==> config.mk <==
export PLATFORM = sky130hd
export DESIGN_NAME = cl_serial_cmd_ctrl_flat
export DESIGN_NICKNAME = d
export VERILOG_FILES = /design/src/rtl/cl_serial_pkg.sv /design/src/rtl/cl_serial_cmd_ctrl_if.sv /design/src/rtl/cl_byte_buf.sv /design/src/rtl/cl_serial_cmd_ctrl.sv /design/src/flat_wrapper.sv
export SDC_FILE = /design/constraint.sdc
export NUM_CORES = 1
export LEC_CHECK = 0
export CORE_MARGIN = 2
export CORE_UTILIZATION = 56
export CTS_CLUSTER_SIZE = 12
export DETAILED_ROUTE_END_ITERATION = 7
export HOLD_SLACK_MARGIN = 0.1
export PLACE_DENSITY = 0.74
export SLEW_MARGIN = 10
export SYNTH_ARGS = -nofsm -noshare
export SYNTH_HDL_FRONTEND = slang
export SYNTH_SLANG_ARGS = --single-unit
==> constraint.sdc <==
create_clock -name clk -period 4.7 [get_ports clk]
set_input_delay 0.94 -clock clk [delete_from_list [all_inputs] [get_ports clk]]
set_output_delay 0.94 -clock clk [all_outputs]
set_load 0.02 [all_outputs]
==> src/rtl/cl_serial_pkg.sv <==
// Shared types and constants for the CameraLink serial command controller.
// Optional CL_CMD_AUTO_TERM_EN build is handled in cl_serial_cmd_ctrl.sv.
package cl_serial_pkg;

  typedef enum logic [2:0] {
    IDLE,
    TX_START,
    TX_WAIT_HI,
    TX_WAIT_LO,
    RX_WAIT,
    DONE
  } state_t;

  localparam logic [7:0] CHAR_CR = 8'h0D;
  localparam logic [7:0] CHAR_LF = 8'h0A;

endpackage

==> src/rtl/cl_serial_cmd_ctrl_if.sv <==
// UART-side handshake bundle between the command controller (master) and the UART (slave).
interface cl_serial_cmd_ctrl_if;

  logic       uart_tx_start;
  logic [7:0] uart_tx_data;
  logic       uart_tx_busy;
  logic       uart_rx_ready;
  logic [7:0] uart_rx_data;

  modport master (
    output uart_tx_start,
    output uart_tx_data,
    input  uart_tx_busy,
    input  uart_rx_ready,
    input  uart_rx_data
  );

  modport slave (
    input  uart_tx_start,
    input  uart_tx_data,
    output uart_tx_busy,
    output uart_rx_ready,
    output uart_rx_data
  );

endinterface

==> src/rtl/cl_byte_buf.sv <==
// Byte buffer: one write port, registered read port (1-cycle latency, write-first on address match).
module cl_byte_buf #(
  parameter  int unsigned DEPTH = 16,
  localparam int unsigned AW    = $clog2(DEPTH)
) (
  input  logic          clk,
  input  logic          rst_n,
  input  logic          we,
  input  logic [AW-1:0] waddr,
  input  logic [7:0]    wdata,
  input  logic [AW-1:0] raddr,
  output logic [7:0]    rdata
);

  logic [7:0] mem [DEPTH];

  always_ff @(posedge clk) begin
    if (we) mem[waddr] <= wdata;
  end

  // Bypass lets a byte written and read in the same cycle come out fresh.
  always_ff @(posedge clk or negedge rst_n) begin
    if (!rst_n)                      rdata <= '0;
    else if (we && (waddr == raddr)) rdata <= wdata;
    else                             rdata <= mem[raddr];
  end

endmodule

==> src/rtl/cl_serial_cmd_ctrl.sv <==
// CameraLink serial command/response sequencer: sends a buffered command over the UART, collects the reply.
// Build option CL_CMD_AUTO_TERM_EN appends TERM_CHAR after the last command byte.
module cl_serial_cmd_ctrl
  import cl_serial_pkg::*;
#(
  parameter int unsigned CMD_DEPTH      = 16,
  parameter int unsigned RSP_DEPTH      = 16,
  parameter logic [7:0]  TERM_CHAR      = CHAR_CR,
  parameter int unsigned TIMEOUT_CYCLES = 12500000
) (
  input  logic                         clk,
  input  logic                         rst_n,
  input  logic                         cmd_wr_en,
  input  logic [7:0]                   cmd_wr_data,
  output logic                         cmd_full,
  input  logic                         cmd_go,
  output logic                         busy,
  output logic                         done,
  output logic                         timeout,
  output logic                         rsp_overflow,
  output logic [$clog2(RSP_DEPTH):0]   rsp_len,
  input  logic [$clog2(RSP_DEPTH)-1:0] rsp_rd_addr,
  output logic [7:0]                   rsp_rd_data,
  cl_serial_cmd_ctrl_if.master         uart
);

  localparam int unsigned CAW = $clog2(CMD_DEPTH);
  localparam int unsigned CCW = CAW + 1;
  localparam int unsigned RAW = $clog2(RSP_DEPTH);
  localparam int unsigned RLW = RAW + 1;

  state_t           state;
  logic [CCW-1:0]   cmd_cnt;
  logic [CAW-1:0]   idx;
  logic [31:0]      tmo_cnt;
  logic             rx_prev;
  logic [7:0]       cmd_rdata;

  logic             cmd_we_c;
  logic [CCW-1:0]   cmd_cnt_new_c;
  logic [CAW-1:0]   cmd_raddr_c;
  logic             last_byte_c;
  logic             rx_evt_c;
  logic             rsp_we_c;
  logic [7:0]       tx_byte_c;
  logic             tx_last_c;

  assign cmd_full      = (cmd_cnt == CCW'(CMD_DEPTH));
  assign cmd_we_c      = cmd_wr_en && (state == IDLE) && !cmd_full;
  assign cmd_cnt_new_c = cmd_cnt + CCW'(cmd_we_c);
  assign last_byte_c   = (CCW'(idx) == (cmd_cnt - CCW'(1)));

  // Pre-address the next byte while the UART drains so it is ready in TX_START.
  assign cmd_raddr_c = (state == TX_WAIT_LO) ? (idx + CAW'(1)) : idx;

  assign rx_evt_c = uart.uart_rx_ready && !rx_prev;
  assign rsp_we_c = (state == RX_WAIT) && rx_evt_c && (uart.uart_rx_data != TERM_CHAR)
                    && (rsp_len < RLW'(RSP_DEPTH));

`ifdef CL_CMD_AUTO_TERM_EN
  logic term_phase;

  assign tx_byte_c = term_phase ? TERM_CHAR : cmd_rdata;
  assign tx_last_c = term_phase;

  // One extra terminator byte follows the last buffered byte.
  always_ff @(posedge clk or negedge rst_n) begin
    if (!rst_n)
      term_phase <= 1'b0;
    else if ((state == TX_WAIT_LO) && !uart.uart_tx_busy)
      term_phase <= last_byte_c && !term_phase;
  end
`else
  assign tx_byte_c = cmd_rdata;
  assign tx_last_c = last_byte_c;
`endif

  cl_byte_buf #(.DEPTH(CMD_DEPTH)) u_cmd_buf (
    .clk   (clk),
    .rst_n (rst_n),
    .we    (cmd_we_c),
    .waddr (cmd_cnt[CAW-1:0]),
    .wdata (cmd_wr_data),
    .raddr (cmd_raddr_c),
    .rdata (cmd_rdata)
  );

  cl_byte_buf #(.DEPTH(RSP_DEPTH)) u_rsp_buf (
    .clk   (clk),
    .rst_n (rst_n),
    .we    (rsp_we_c),
    .waddr (rsp_len[RAW-1:0]),
    .wdata (uart.uart_rx_data),
    .raddr (rsp_rd_addr),
    .rdata (rsp_rd_data)
  );

  // Transaction sequencer with registered outputs.
  always_ff @(posedge clk or negedge rst_n) begin
    if (!rst_n) begin
      state              <= IDLE;
      cmd_cnt            <= '0;
      idx                <= '0;
      tmo_cnt            <= '0;
      rx_prev            <= 1'b0;
      busy               <= 1'b0;
      done               <= 1'b0;
      timeout            <= 1'b0;
      rsp_overflow       <= 1'b0;
      rsp_len            <= '0;
      uart.uart_tx_start <= 1'b0;
      uart.uart_tx_data  <= '0;
    end else begin
      rx_prev            <= uart.uart_rx_ready;
      done               <= 1'b0;
      uart.uart_tx_start <= 1'b0;
      if (cmd_we_c) cmd_cnt <= cmd_cnt + CCW'(1);

      case (state)
        IDLE: begin
          if (cmd_go) begin
            busy    <= 1'b1;
            rsp_len <= '0;
            timeout <= 1'b0;
            idx     <= '0;
            if (cmd_cnt_new_c == '0) begin
              state <= DONE;
            end else begin
              rsp_overflow <= 1'b0;
              state        <= TX_START;
            end
          end
        end

        TX_START: begin
          uart.uart_tx_data  <= tx_byte_c;
          uart.uart_tx_start <= 1'b1;
          state              <= TX_WAIT_HI;
        end

        TX_WAIT_HI: begin
          if (uart.uart_tx_busy) state <= TX_WAIT_LO;
        end

        TX_WAIT_LO: begin
          if (!uart.uart_tx_busy) begin
            if (tx_last_c) begin
              cmd_cnt <= '0;
              idx     <= '0;
              tmo_cnt <= 32'(TIMEOUT_CYCLES);
              state   <= RX_WAIT;
            end else begin
              idx   <= idx + CAW'(1);
              state <= TX_START;
            end
          end
        end

        RX_WAIT: begin
          // A byte event beats a coincident timeout expiry.
          if (rx_evt_c) begin
            tmo_cnt <= 32'(TIMEOUT_CYCLES);
            if (uart.uart_rx_data == TERM_CHAR)   state        <= DONE;
            else if (rsp_len < RLW'(RSP_DEPTH))   rsp_len      <= rsp_len + RLW'(1);
            else                                  rsp_overflow <= 1'b1;
          end else if (tmo_cnt <= 32'd1) begin
            tmo_cnt <= '0;
            timeout <= 1'b1;
            state   <= DONE;
          end else begin
            tmo_cnt <= tmo_cnt - 32'd1;
          end
        end

        DONE: begin
          done  <= 1'b1;
          busy  <= 1'b0;
          state <= IDLE;
        end

        default: begin
          busy  <= 1'b0;
          state <= IDLE;
        end
      endcase
    end
  end

endmodule

==> src/flat_wrapper.sv <==
// flat-port wrapper written by rule: the top's interface ports become plain ports
module cl_serial_cmd_ctrl_flat import cl_serial_pkg::*;
#(
  parameter int unsigned CMD_DEPTH      = 16,
  parameter int unsigned RSP_DEPTH      = 16,
  parameter logic [7:0]  TERM_CHAR      = CHAR_CR,
  parameter int unsigned TIMEOUT_CYCLES = 12500000
)
  (clk, rst_n, cmd_wr_en, cmd_wr_data, cmd_full, cmd_go, busy, done, timeout, rsp_overflow, rsp_len, rsp_rd_addr, rsp_rd_data, uart_uart_tx_start, uart_uart_tx_data, uart_uart_tx_busy, uart_uart_rx_ready, uart_uart_rx_data);
  cl_serial_cmd_ctrl_if uart_i ();
  input  logic clk;
  input  logic rst_n;
  input  logic cmd_wr_en;
  input  logic [7:0] cmd_wr_data;
  output logic cmd_full;
  input  logic cmd_go;
  output logic busy;
  output logic done;
  output logic timeout;
  output logic rsp_overflow;
  output logic [$clog2(RSP_DEPTH):0] rsp_len;
  input  logic [$clog2(RSP_DEPTH)-1:0] rsp_rd_addr;
  output logic [7:0] rsp_rd_data;
  output wire logic [$bits(uart_i.uart_tx_start)-1:0] uart_uart_tx_start;
  output wire logic [$bits(uart_i.uart_tx_data)-1:0] uart_uart_tx_data;
  input wire logic [$bits(uart_i.uart_tx_busy)-1:0] uart_uart_tx_busy;
  input wire logic [$bits(uart_i.uart_rx_ready)-1:0] uart_uart_rx_ready;
  input wire logic [$bits(uart_i.uart_rx_data)-1:0] uart_uart_rx_data;
  assign uart_uart_tx_start = uart_i.uart_tx_start;
  assign uart_uart_tx_data = uart_i.uart_tx_data;
  assign uart_i.uart_tx_busy = uart_uart_tx_busy;
  assign uart_i.uart_rx_ready = uart_uart_rx_ready;
  assign uart_i.uart_rx_data = uart_uart_rx_data;
  cl_serial_cmd_ctrl #(.CMD_DEPTH(CMD_DEPTH), .RSP_DEPTH(RSP_DEPTH), .TERM_CHAR(TERM_CHAR), .TIMEOUT_CYCLES(TIMEOUT_CYCLES)) u_core (.clk(clk), .rst_n(rst_n), .cmd_wr_en(cmd_wr_en), .cmd_wr_data(cmd_wr_data), .cmd_full(cmd_full), .cmd_go(cmd_go), .busy(busy), .done(done), .timeout(timeout), .rsp_overflow(rsp_overflow), .rsp_len(rsp_len), .rsp_rd_addr(rsp_rd_addr), .rsp_rd_data(rsp_rd_data), .uart(uart_i));
endmodule
==> impl_metrics.json, run 1 <==
{
  "status": "finished, final reports clean",
  "reg2regPathDepth": 8,
  "power_mw": 9.46,
  "ios": 53,
  "grt_pass1_vias": 9272,
  "cp_data_arrival_time_ps": 2340,
  "core_um2": 27600,
  "drv_slew": 0,
  "cts_tree": "built",
  "die_x_um": 171,
  "synth_top_area_cell": "edfxtp_1",
  "drc": 0,
  "synth_edf_count": 256,
  "finalHoldViolCount": 0,
  "drv_cap": 0,
  "htree_num_levels": 2,
  "synth.most_common_cell": "edfxtp_1",
  "cts_hold_buffers": 0,
  "tightest_slew_ps": 1070,
  "reg2reg_to": "u_core.u_cmd_buf.rdata[1]$_DFF_PN0_",
  "crit_fanout": 10,
  "num-nets-final": 1164,
  "pre_cts_slack_ps": 920,
  "worst-path-stages": 4,
  "synth_nets": 1110,
  "synth_area_um2": 15600,
  "fmax_mhz": 305,
  "num-fill-cells": 2018,
  "gp_congestion": 0.819,
  "clk_pin_slew_ps": 60,
  "rsz0062_at_grt": "false",
  "drive_above_1_share": 0.184,
  "final_util": 0.639,
  "synth_top_area_frac": 0.492,
  "final.period_utilization": 0.699,
  "cp.required_ps": 3760,
  "endpoint_kind": "primary output",
  "ys_seq_area_frac": 0.619,
  "start_util": 0.565,
  "async_flop_share": 0.236,
  "hold_class": "in -> async",
  "cp_num_buf_inv": 2,
  "slew_headroom": 0.285,
  "synth_cell_types": 75,
  "synth_warnings": 0,
  "io_buffers": 52,
  "drt-total-wl_mm": 35.1,
  "cts.path.max_buffers": 3,
  "track_usage": 0.246,
  "cts_sinks": 335,
  "r2r_start": "u_core.idx[1]$_DFFE_PN0P_",
  "path_cells": "inv_1, ha_1, and4bb_1, clkdlybuf4s50_1",
  "num_rows": 61,
  "skew_ps": 18.5,
  "post_cts_resized": 0,
  "cts_root_buffer": "clkbuf_16",
  "leakage_nw": 5.96,
  "synth_common_cells": "edfxtp_1 (256), dfrtp_1 (79), mux2i_1 (63)",
  "insertion_delay_ps": 530,
  "vias": 9650,
  "worstSetupEndpoint": "cmd_full",
  "power-per-cell-area_nw_per_um2": 536,
  "wl_per_cell_um": 22.9,
  "crit_slowest_cell": "clkdlybuf4s50_1",
  "post_cts_buffers": 0,
  "start_kind": "flop",
  "ys_ff_latch": 335,
  "firstDrtPassIters": 6,
  "ys.flop_type": "edfxtp_1",
  "die_area_um2": 29200,
  "ant_nets": 0,
  "dp_hpwl_mm": 22.6,
  "cts_buffers": 37,
  "cp-startpoint": "u_core.cmd_cnt[1]$_DFF_PN0_",
  "grt_overflow": 0,
  "antenna_found_initial": 0,
  "finalCriticalPeriod_ps": 3280,
  "yosys-top-cells-area": "edfxtp_1 (49%), dfrtp_1 (13%), mux4_2 (8.7%)",
  "grt_max_degree": 42,
  "viasPerCell": 6.31,
  "finalSetupTns_ps": 0,
  "r2r_slack_ps": 1430,
  "first_iter_violations": 1042,
  "cp_slowest_stage_delay_ps": 640,
  "area_delta_synth_final_pct": 13.0,
  "vdd_ir_drop_max_v": 0.000385,
  "die_y_um": 171,
  "grt_pass1_wl_mm": 54.0,
  "path_class": "reg -> out",
  "setup_violations": 0,
  "cpLargestDelayFamily": "buffers and inverters",
  "insertedDiodeCount": 0,
  "avgSynthCellArea_um2": 14.6,
  "timing.final.ws_setup_ps": 1420,
  "syn_inst": 1071
}
==> stage by stage <==
step | cells | hold WS [ps] | area [um^2]
floorplan | 1071 | 454 | 15600
global placement | 1464 | 463 | 16500
detailed placement | 1464 | 464 | 16500
CTS | 1530 | 419 | 17600
global route | 1530 | 440 | 17600
finish | 1530 | 392 | 17600
==> worst reg2reg max path: cells and delay by family, from the launching register on <==
family | cells | cell delay (ps)
buf+inv | 2 | 980
compound gates | 4 | 760
flops | 1 | 580
fa+ha+maj | 1 | 550
simple gates | 1 | 260
==> cell usage in the layout (no fill, tap or decap), drive strengths merged, types with 47 or more instances in the layout <==
cell / Yosys / routed
edfxtp: 256 / 256
dfrtp: 79 / 79
nor2: 65 / 65
mux2i: 64 / 64
mux4: 61 / 61
clkbuf: 14 / 53
o21ai: 53 / 53
clkdlybuf4s50: 0 / 50
nand2: 48 / 48
a21oi: 47 / 47
==> metal layers <==
metal  vias up  GRT usage  wire length [um]
met3        73     0.0372              2350
met1      4840      0.340             14600
met5         -          0                 0
li1       4333          -                 -
met4         0     0.0774               954
met2       404      0.406             17200
==> final cells by class <==
type | count | area [um^2] | area share
well taps | 378 | 473 | 0.0268
clock inverters | 13 | 92.6 | 0.00525
clock buffers | 53 | 1080 | 0.0611
multi-input cells | 655 | 5560 | 0.315
repair buffers | 77 | 701 | 0.0397
flip-flops and latches | 335 | 9670 | 0.548
inverters | 19 | 71.3 | 0.00404
==> worst min path at each step <==
stage                                         from                                      end  slack, ps
2_1_floorplan  u_core.u_cmd_buf.rdata[0]$_DFF_PN0_  u_core.uart.uart_tx_data[0]$_DFFE_PN0P_        450
3_3_place_gp   u_core.u_cmd_buf.rdata[1]$_DFF_PN0_  u_core.uart.uart_tx_data[1]$_DFFE_PN0P_        460
3_5_place_dp   u_core.u_cmd_buf.rdata[4]$_DFF_PN0_  u_core.uart.uart_tx_data[4]$_DFFE_PN0P_        460
4_1_cts                                      rst_n      u_core.u_rsp_buf.rdata[0]$_DFF_PN0_        420
5_1_grt                                      rst_n      u_core.u_rsp_buf.rdata[0]$_DFF_PN0_        440
6_report                                     rst_n      u_core.u_rsp_buf.rdata[0]$_DFF_PN0_        390
==> flip-flops by register name, summed over array words and instances, names as in the netlist <==
name / cells
u_core.u_cmd_buf.mem: 128
u_core.u_rsp_buf.mem: 128
u_core.tmo_cnt: 32
u_core.u_cmd_buf.rdata: 8
u_core.u_rsp_buf.rdata: 8
u_core.uart.uart_tx_data: 8
u_core.cmd_cnt: 5
u_core.rsp_len: 5
u_core.idx: 4
u_core.state: 3
u_core.busy: 1
u_core.done: 1
u_core.rsp_overflow: 1
u_core.rx_prev: 1
u_core.timeout: 1
u_core.uart.uart_tx_start: 1
==> power by group <==
group,internal [mW],switching (mW),total [mW]
registers,3.44,0.345,3.79
clock network,1.65,1.12,2.77
logic,1.26,1.64,2.91
==> logic make-up (layout without fill, tap and decap cells) <==
logic type               Yosys count  after routing  synth area share
adder cells (fa/ha/maj)           14             14            0.0111
buffers and inverters             81            162            0.0260
AND/OR/NAND/NOR                  250            250            0.0881
flip-flops                       335            335             0.619
AO/OA/AOI/OAI                    202            202            0.0828
XOR/XNOR                          18             18            0.0101
multiplexers                     171            171             0.163
No activity file was read; power rests on OpenSTA's default activity.
==> run 2, diff against run 1 <==
--- a/config.mk
+++ b/config.mk
@@ -10,7 +10,7 @@
 export CTS_CLUSTER_SIZE = 12
 export DETAILED_ROUTE_END_ITERATION = 7
 export HOLD_SLACK_MARGIN = 0.1
-export PLACE_DENSITY = 0.74
+export PLACE_DENSITY = 0.77
 export SLEW_MARGIN = 10
 export SYNTH_ARGS = -nofsm -noshare
 export SYNTH_HDL_FRONTEND = slang
==> constraint.sdc (replaced) <==
create_clock -name clk -period 2.9 [get_ports clk]
set_input_delay 0.58 -clock clk [delete_from_list [all_inputs] [get_ports clk]]
set_output_delay 0.58 -clock clk [all_outputs]
set_load 0.02 [all_outputs]
==> run 2 against run 1 <==
Compared with the run above: critical endpoint is now u_core.state[2]$_DFFE_PN0P_; die area unchanged; clock power increased by 55%; non-clock buffer count increased by 55; highest routed layer is now met5; power increased by 63%; critical path type is now reg -> reg; sequential power increased by 58%.
==> impl_metrics.json, run 2 (synthesis results as in run 1) <==
{
  "status": "finished, final reports clean",
  "power-per-cell-area_nw_per_um2": 849,
  "insertion_delay_ps": 540,
  "drc": 0,
  "cts_tree": "built",
  "post_cts_buffers": 0,
  "insertedDiodeCount": 0,
  "die_x_um": 171,
  "skew_ps": 36.8,
  "hold_class": "reg -> reg",
  "start_util": 0.565,
  "dp_hpwl_mm": 23.7,
  "cp.required_ps": 3350,
  "final_cell_count_no_fill": 1584,
  "setup_violations": 0,
  "path_class": "reg -> reg",
  "finalHoldViolCount": 0,
  "crit_slowest_cell": "or4_1",
  "cts_sinks": 335,
  "finalSetupTns_ps": 0,
  "dp.cells": 1518,
  "post_cts_resized": 0,
  "vdd_ir_drop_max_v": 0.000707,
  "grt_pass1_wl_mm": 56.5,
  "final_util": 0.657,
  "tightest_slew_ps": 809,
  "largestRegisters": "u_core.u_cmd_buf.mem (128), u_core.u_rsp_buf.mem (128), u_core.tmo_cnt (32)",
  "cp_slowest_stage_delay_ps": 420,
  "final.period_utilization": 0.926,
  "timing.final.ws_setup_ps": 215,
  "wl_per_cell_um": 23.1,
  "path_cells": "inv_1, ha_4, and4bb_2, and4bb_1, ha_2, a211o_1, a21oi_1, a21oi_1, or4_1, and2_1, a21oi_1",
  "slew_headroom": 0.460,
  "final_common_cell": "edfxtp_1",
  "place_area_um2": 17000,
  "finalCriticalPeriod_ps": 2680,
  "drv_cap": 0,
  "leakage_nw": 6.24,
  "viasPerCell": 6.28,
  "grt_pass1_vias": 9785,
  "first_iter_violations": 960,
  "num_rows": 61,
  "layout_common_cells": "edfxtp_1 (256), dfrtp_1 (77), buf_4 (68)",
  "num-nets-final": 1218,
  "antenna_found_initial": 2,
  "power_mw": 15.4,
  "io_buffers": 52,
  "drive_above_1_share": 0.218,
  "grt_max_degree": 55,
  "htree_num_levels": 2,
  "endpoint_kind": "flop",
  "area_delta_synth_final_pct": 16.2,
  "crit_fanout": 5,
  "gp_congestion": 0.831,
  "pre_cts_slack_ps": -45.9,
  "drv_slew": 0,
  "clk_pin_slew_ps": 60,
  "fmax_mhz": 372,
  "die_y_um": 171,
  "cp_data_arrival_time_ps": 3130,
  "ios": 53,
  "cts_root_buffer": "clkbuf_16",
  "ant_nets": 0,
  "die_area_um2": 29200,
  "vias": 9942,
  "cts.path.max_buffers": 3,
  "firstDrtPassIters": 5,
  "start_kind": "flop",
  "cts_buffers": 36,
  "design_area_um2": 18100,
  "rsz0062_at_grt": "false",
  "grt_overflow": 0,
  "path_common_cell": "a21oi_1",
  "track_usage": 0.257,
  "drt-total-wl_mm": 36.6,
  "fin_hold_ws_ps": 480,
  "core_um2": 27600
}
## run 2: cell count changes in the layout (fill, tap and decap cells not counted), sizes merged
cell	before	now
buf	27	81
dlygate4sd3	0	1
clkinvlp	2	0
clkinv	9	11
clkbuf	53	51
inv	20	21
## run 2: power breakdown
| part | internal, mW | switching [mW] |
|---|---|---|
| logic | 2.29 | 2.84 |
| registers | 5.58 | 0.399 |
| clock network | 2.46 | 1.83 |
## run 2: final cells by class
type	count	area (um^2)
clock buffers	51	977
clock inverters	14	116
fillers	1962	9480
inverters	19	71.3
multi-input cells	655	5580
flip-flops and latches	335	9670
well taps	378	473
repair buffers	132	1270
## run 2: layer usage
metal / up-vias / GRT usage / wire length, um
met5: - / 0 / 13
met4: 2 / 0.0685 / 688
met3: 61 / 0.0523 / 2770
met2: 456 / 0.434 / 18500
met1: 4988 / 0.342 / 14600
li1: 4435 / - / -
## run 2: repair_timing
item                       4_1_cts  5_1_grt
hold endpoints to repair        25        0
setup endpoints to repair        0        0
hold buffers                     1        0
## run 2: critical path, delay by kind of cell (launching register included)
family | cells | cell delay, ps
adders and majority gates | 2 | 370
DFF | 1 | 380
AOI/OAI and AO/OA | 4 | 650
buffers and inverters | 1 | 120
and+or+nand+nor | 4 | 1090
## run 2: final timing paths
check	start	to	slack, ps	cells past startpoint
min in group asynchronous	rst_n	u_core.u_rsp_buf.rdata[4]$_DFF_PN0_	510	2
worst max-delay path	u_core.cmd_cnt[0]$_DFF_PN0_	u_core.state[2]$_DFFE_PN0P_	220	11
worst max register to register	u_core.cmd_cnt[0]$_DFF_PN0_	u_core.state[2]$_DFFE_PN0P_	220	11
worst min-delay path	u_core.u_cmd_buf.rdata[2]$_DFF_PN0_	u_core.uart.uart_tx_data[2]$_DFFE_PN0P_	480	1
max in group asynchronous	rst_n	u_core.uart.uart_tx_data[6]$_DFFE_PN0P_	1680	3
worst min register to register	u_core.u_cmd_buf.rdata[2]$_DFF_PN0_	u_core.uart.uart_tx_data[2]$_DFFE_PN0P_	480	1
==> run 3, diff against run 2 <==
--- a/config.mk
+++ b/config.mk
@@ -5,12 +5,13 @@
 export SDC_FILE = /design/constraint.sdc
 export NUM_CORES = 1
 export LEC_CHECK = 0
+export CAP_MARGIN = 20
 export CORE_MARGIN = 2
 export CORE_UTILIZATION = 56
 export CTS_CLUSTER_SIZE = 12
 export DETAILED_ROUTE_END_ITERATION = 7
 export HOLD_SLACK_MARGIN = 0.1
-export PLACE_DENSITY = 0.77
+export PLACE_DENSITY = 0.74
 export SLEW_MARGIN = 10
 export SYNTH_ARGS = -nofsm -noshare
 export SYNTH_HDL_FRONTEND = slang
==> constraint.sdc (replaced) <==
create_clock -name clk -period 3.48 [get_ports clk]
set_input_delay 0.696 -clock clk [delete_from_list [all_inputs] [get_ports clk]]
set_output_delay 0.696 -clock clk [all_outputs]
set_load 0.02 [all_outputs]
==> run 3 against run 2 <==
Compared with the run above: first-iteration DRC count increased by 14%; critical endpoint is now u_core.rsp_overflow$_DFFE_PN0P_; highest routed layer is now met4; die area unchanged; sequential power decreased by 16%; largest power group unchanged; routed wire length about the same.
==> impl_metrics.json, run 3 (synthesis results as in run 1) <==
{
  "r2r_slack_ps": 380,
  "insertion_delay_ps": 530,
  "drt-total-wl_mm": 36.6,
  "cp_slowest_stage_delay_ps": 470,
  "final.period_utilization": 0.891,
  "post_cts_buffers": 0,
  "viasPerCell": 6.35,
  "drv_cap": 0,
  "wl_met1_mm": 14.8,
  "cts_hold_buffers": 0,
  "start_kind": "flop",
  "slew_headroom": 0.462,
  "cp-startpoint": "u_core.cmd_cnt[0]$_DFF_PN0_",
  "start_util": 0.565,
  "dp.cells": 1493,
  "leakage_nw": 6.13,
  "endpoint_kind": "flop",
  "power_mw": 13.0,
  "finalCriticalPeriod_ps": 3100,
  "vdd_ir_drop_max_v": 0.000628,
  "cts.path.max_buffers": 3,
  "finalHoldViolCount": 0,
  "reg2regPathDepth": 11,
  "tightest_slew_ps": 807,
  "path_cells": "inv_1, ha_1, and4bb_1, and4bb_1, ha_1, a211o_1, a21oi_1, a21oi_1, or4_1, and2_1, a21oi_1",
  "clk_pin_slew_ps": 60,
  "vias": 9923,
  "grt_overflow": 0,
  "num-nets-final": 1194,
  "worstSetupEndpoint": "u_core.rsp_overflow$_DFFE_PN0P_",
  "die_x_um": 171,
  "area_delta_synth_final_pct": 14.7,
  "dp_hpwl_mm": 23.4,
  "drive_above_1_share": 0.204,
  "cpLargestDelayFamily": "simple AND/OR/NAND/NOR gates",
  "fmax_mhz": 323,
  "cp_data_arrival_time_ps": 3550,
  "insertedDiodeCount": 0,
  "r2r_start": "u_core.cmd_cnt[0]$_DFF_PN0_",
  "grt_max_degree": 55,
  "cts_root_buffer": "clkbuf_16",
  "setup_violations": 0,
  "die_area_um2": 29200,
  "route.met3.wl_mm": 2.80,
  "ios": 53,
  "gp_congestion": 0.813,
  "track_usage": 0.257,
  "final_cell_count_no_fill": 1562,
  "cts_tree": "built",
  "grt_pass1_vias": 9633,
  "cts_sinks": 335,
  "ant_nets": 0,
  "rsz0062_at_grt": "false",
  "crit_fanout": 8,
  "io_buffers": 52,
  "core_um2": 27600,
  "status": "finished, final reports clean",
  "htree_num_levels": 2,
  "hold_class": "in -> async",
  "first_iter_violations": 1096,
  "final_common_cell": "edfxtp_1",
  "num_rows": 61,
  "skew_ps": 13.5,
  "firstDrtPassIters": 5,
  "largestRegisters": "u_core.u_cmd_buf.mem (128), u_core.u_rsp_buf.mem (128), u_core.tmo_cnt (32)",
  "cp_num_buf_inv": 1,
  "worst-path-stages": 11,
  "drc": 0,
  "top_layer": "met4",
  "die_y_um": 171,
  "crit_slowest_cell": "dfrtp_1",
  "cp.required_ps": 3930,
  "grt_pass1_wl_mm": 56.2,
  "power-per-cell-area_nw_per_um2": 726,
  "post_cts_resized": 0,
  "cts_buffers": 37,
  "finalSetupTns_ps": 0,
  "wl_met2_mm": 17.7,
  "drv_slew": 0,
  "reg2reg_to": "u_core.rsp_overflow$_DFFE_PN0P_",
  "layout_common_cells": "edfxtp_1 (256), dfrtp_1 (77), mux2i_1 (63)",
  "path_class": "reg -> reg",
  "wl_per_cell_um": 23.4,
  "path_common_cell": "a21oi_1",
  "antenna_found_initial": 1
}
run 3: worst reg2reg max path, delay by kind of cell, from the launching register on:
kind	cells	cell delay, ps
simple gates	4	1220
compound gates	4	680
fa+ha+maj	2	530
flops	1	470
buf+inv	1	120
run 3: final cells by class:
| type | count | area, um^2 |
|---|---|---|
| Tap cell | 378 | 473 |
| Fill cell | 1953 | 9720 |
| Clock inverter | 13 | 140 |
| Timing Repair Buffer | 107 | 963 |
| Clock buffer | 55 | 1030 |
| Sequential cell | 335 | 9670 |
| Inverter | 19 | 71.3 |
| Multi-Input combinational cell | 655 | 5560 |
run 3: worst min-delay path by stage:
stage	to	slack [ps]	cells after the start
2_1_floorplan	u_core.busy$_DFFE_PN0P_	400	0
3_3_place_gp	u_core.uart.uart_tx_data[6]$_DFFE_PN0P_	460	1
3_5_place_dp	u_core.uart.uart_tx_data[5]$_DFFE_PN0P_	460	1
4_1_cts	u_core.uart.uart_tx_start$_DFF_PN0_	260	1
5_1_grt	u_core.u_rsp_buf.rdata[2]$_DFF_PN0_	280	1
6_report	u_core.u_rsp_buf.rdata[3]$_DFF_PN0_	220	1
run 3: where the power goes:
group	internal [mW]	switching, mW	total [mW]
Clock	2.22	1.56	3.79
Combinational	1.81	2.40	4.21
Sequential	4.65	0.367	5.02
Total	8.68	4.33	13.0
run 3: through the flow:
step                setup WS, ps  cell area (um^2)  hold WS [ps]   util
floorplan                    403             15600           400      -
global placement             324             16700           458  0.606
detailed placement           228             16700           463  0.606
CTS                          417             17900           260  0.648
global route                 222             17900           284  0.648
finish                       380             17900           223  0.648
run 3: metal layers:
layer	global-route usage	vias up
met2	0.424	441
met3	0.0497	67
met5	0	-
met4	0.0910	0
met1	0.342	5022
li1	-	4393
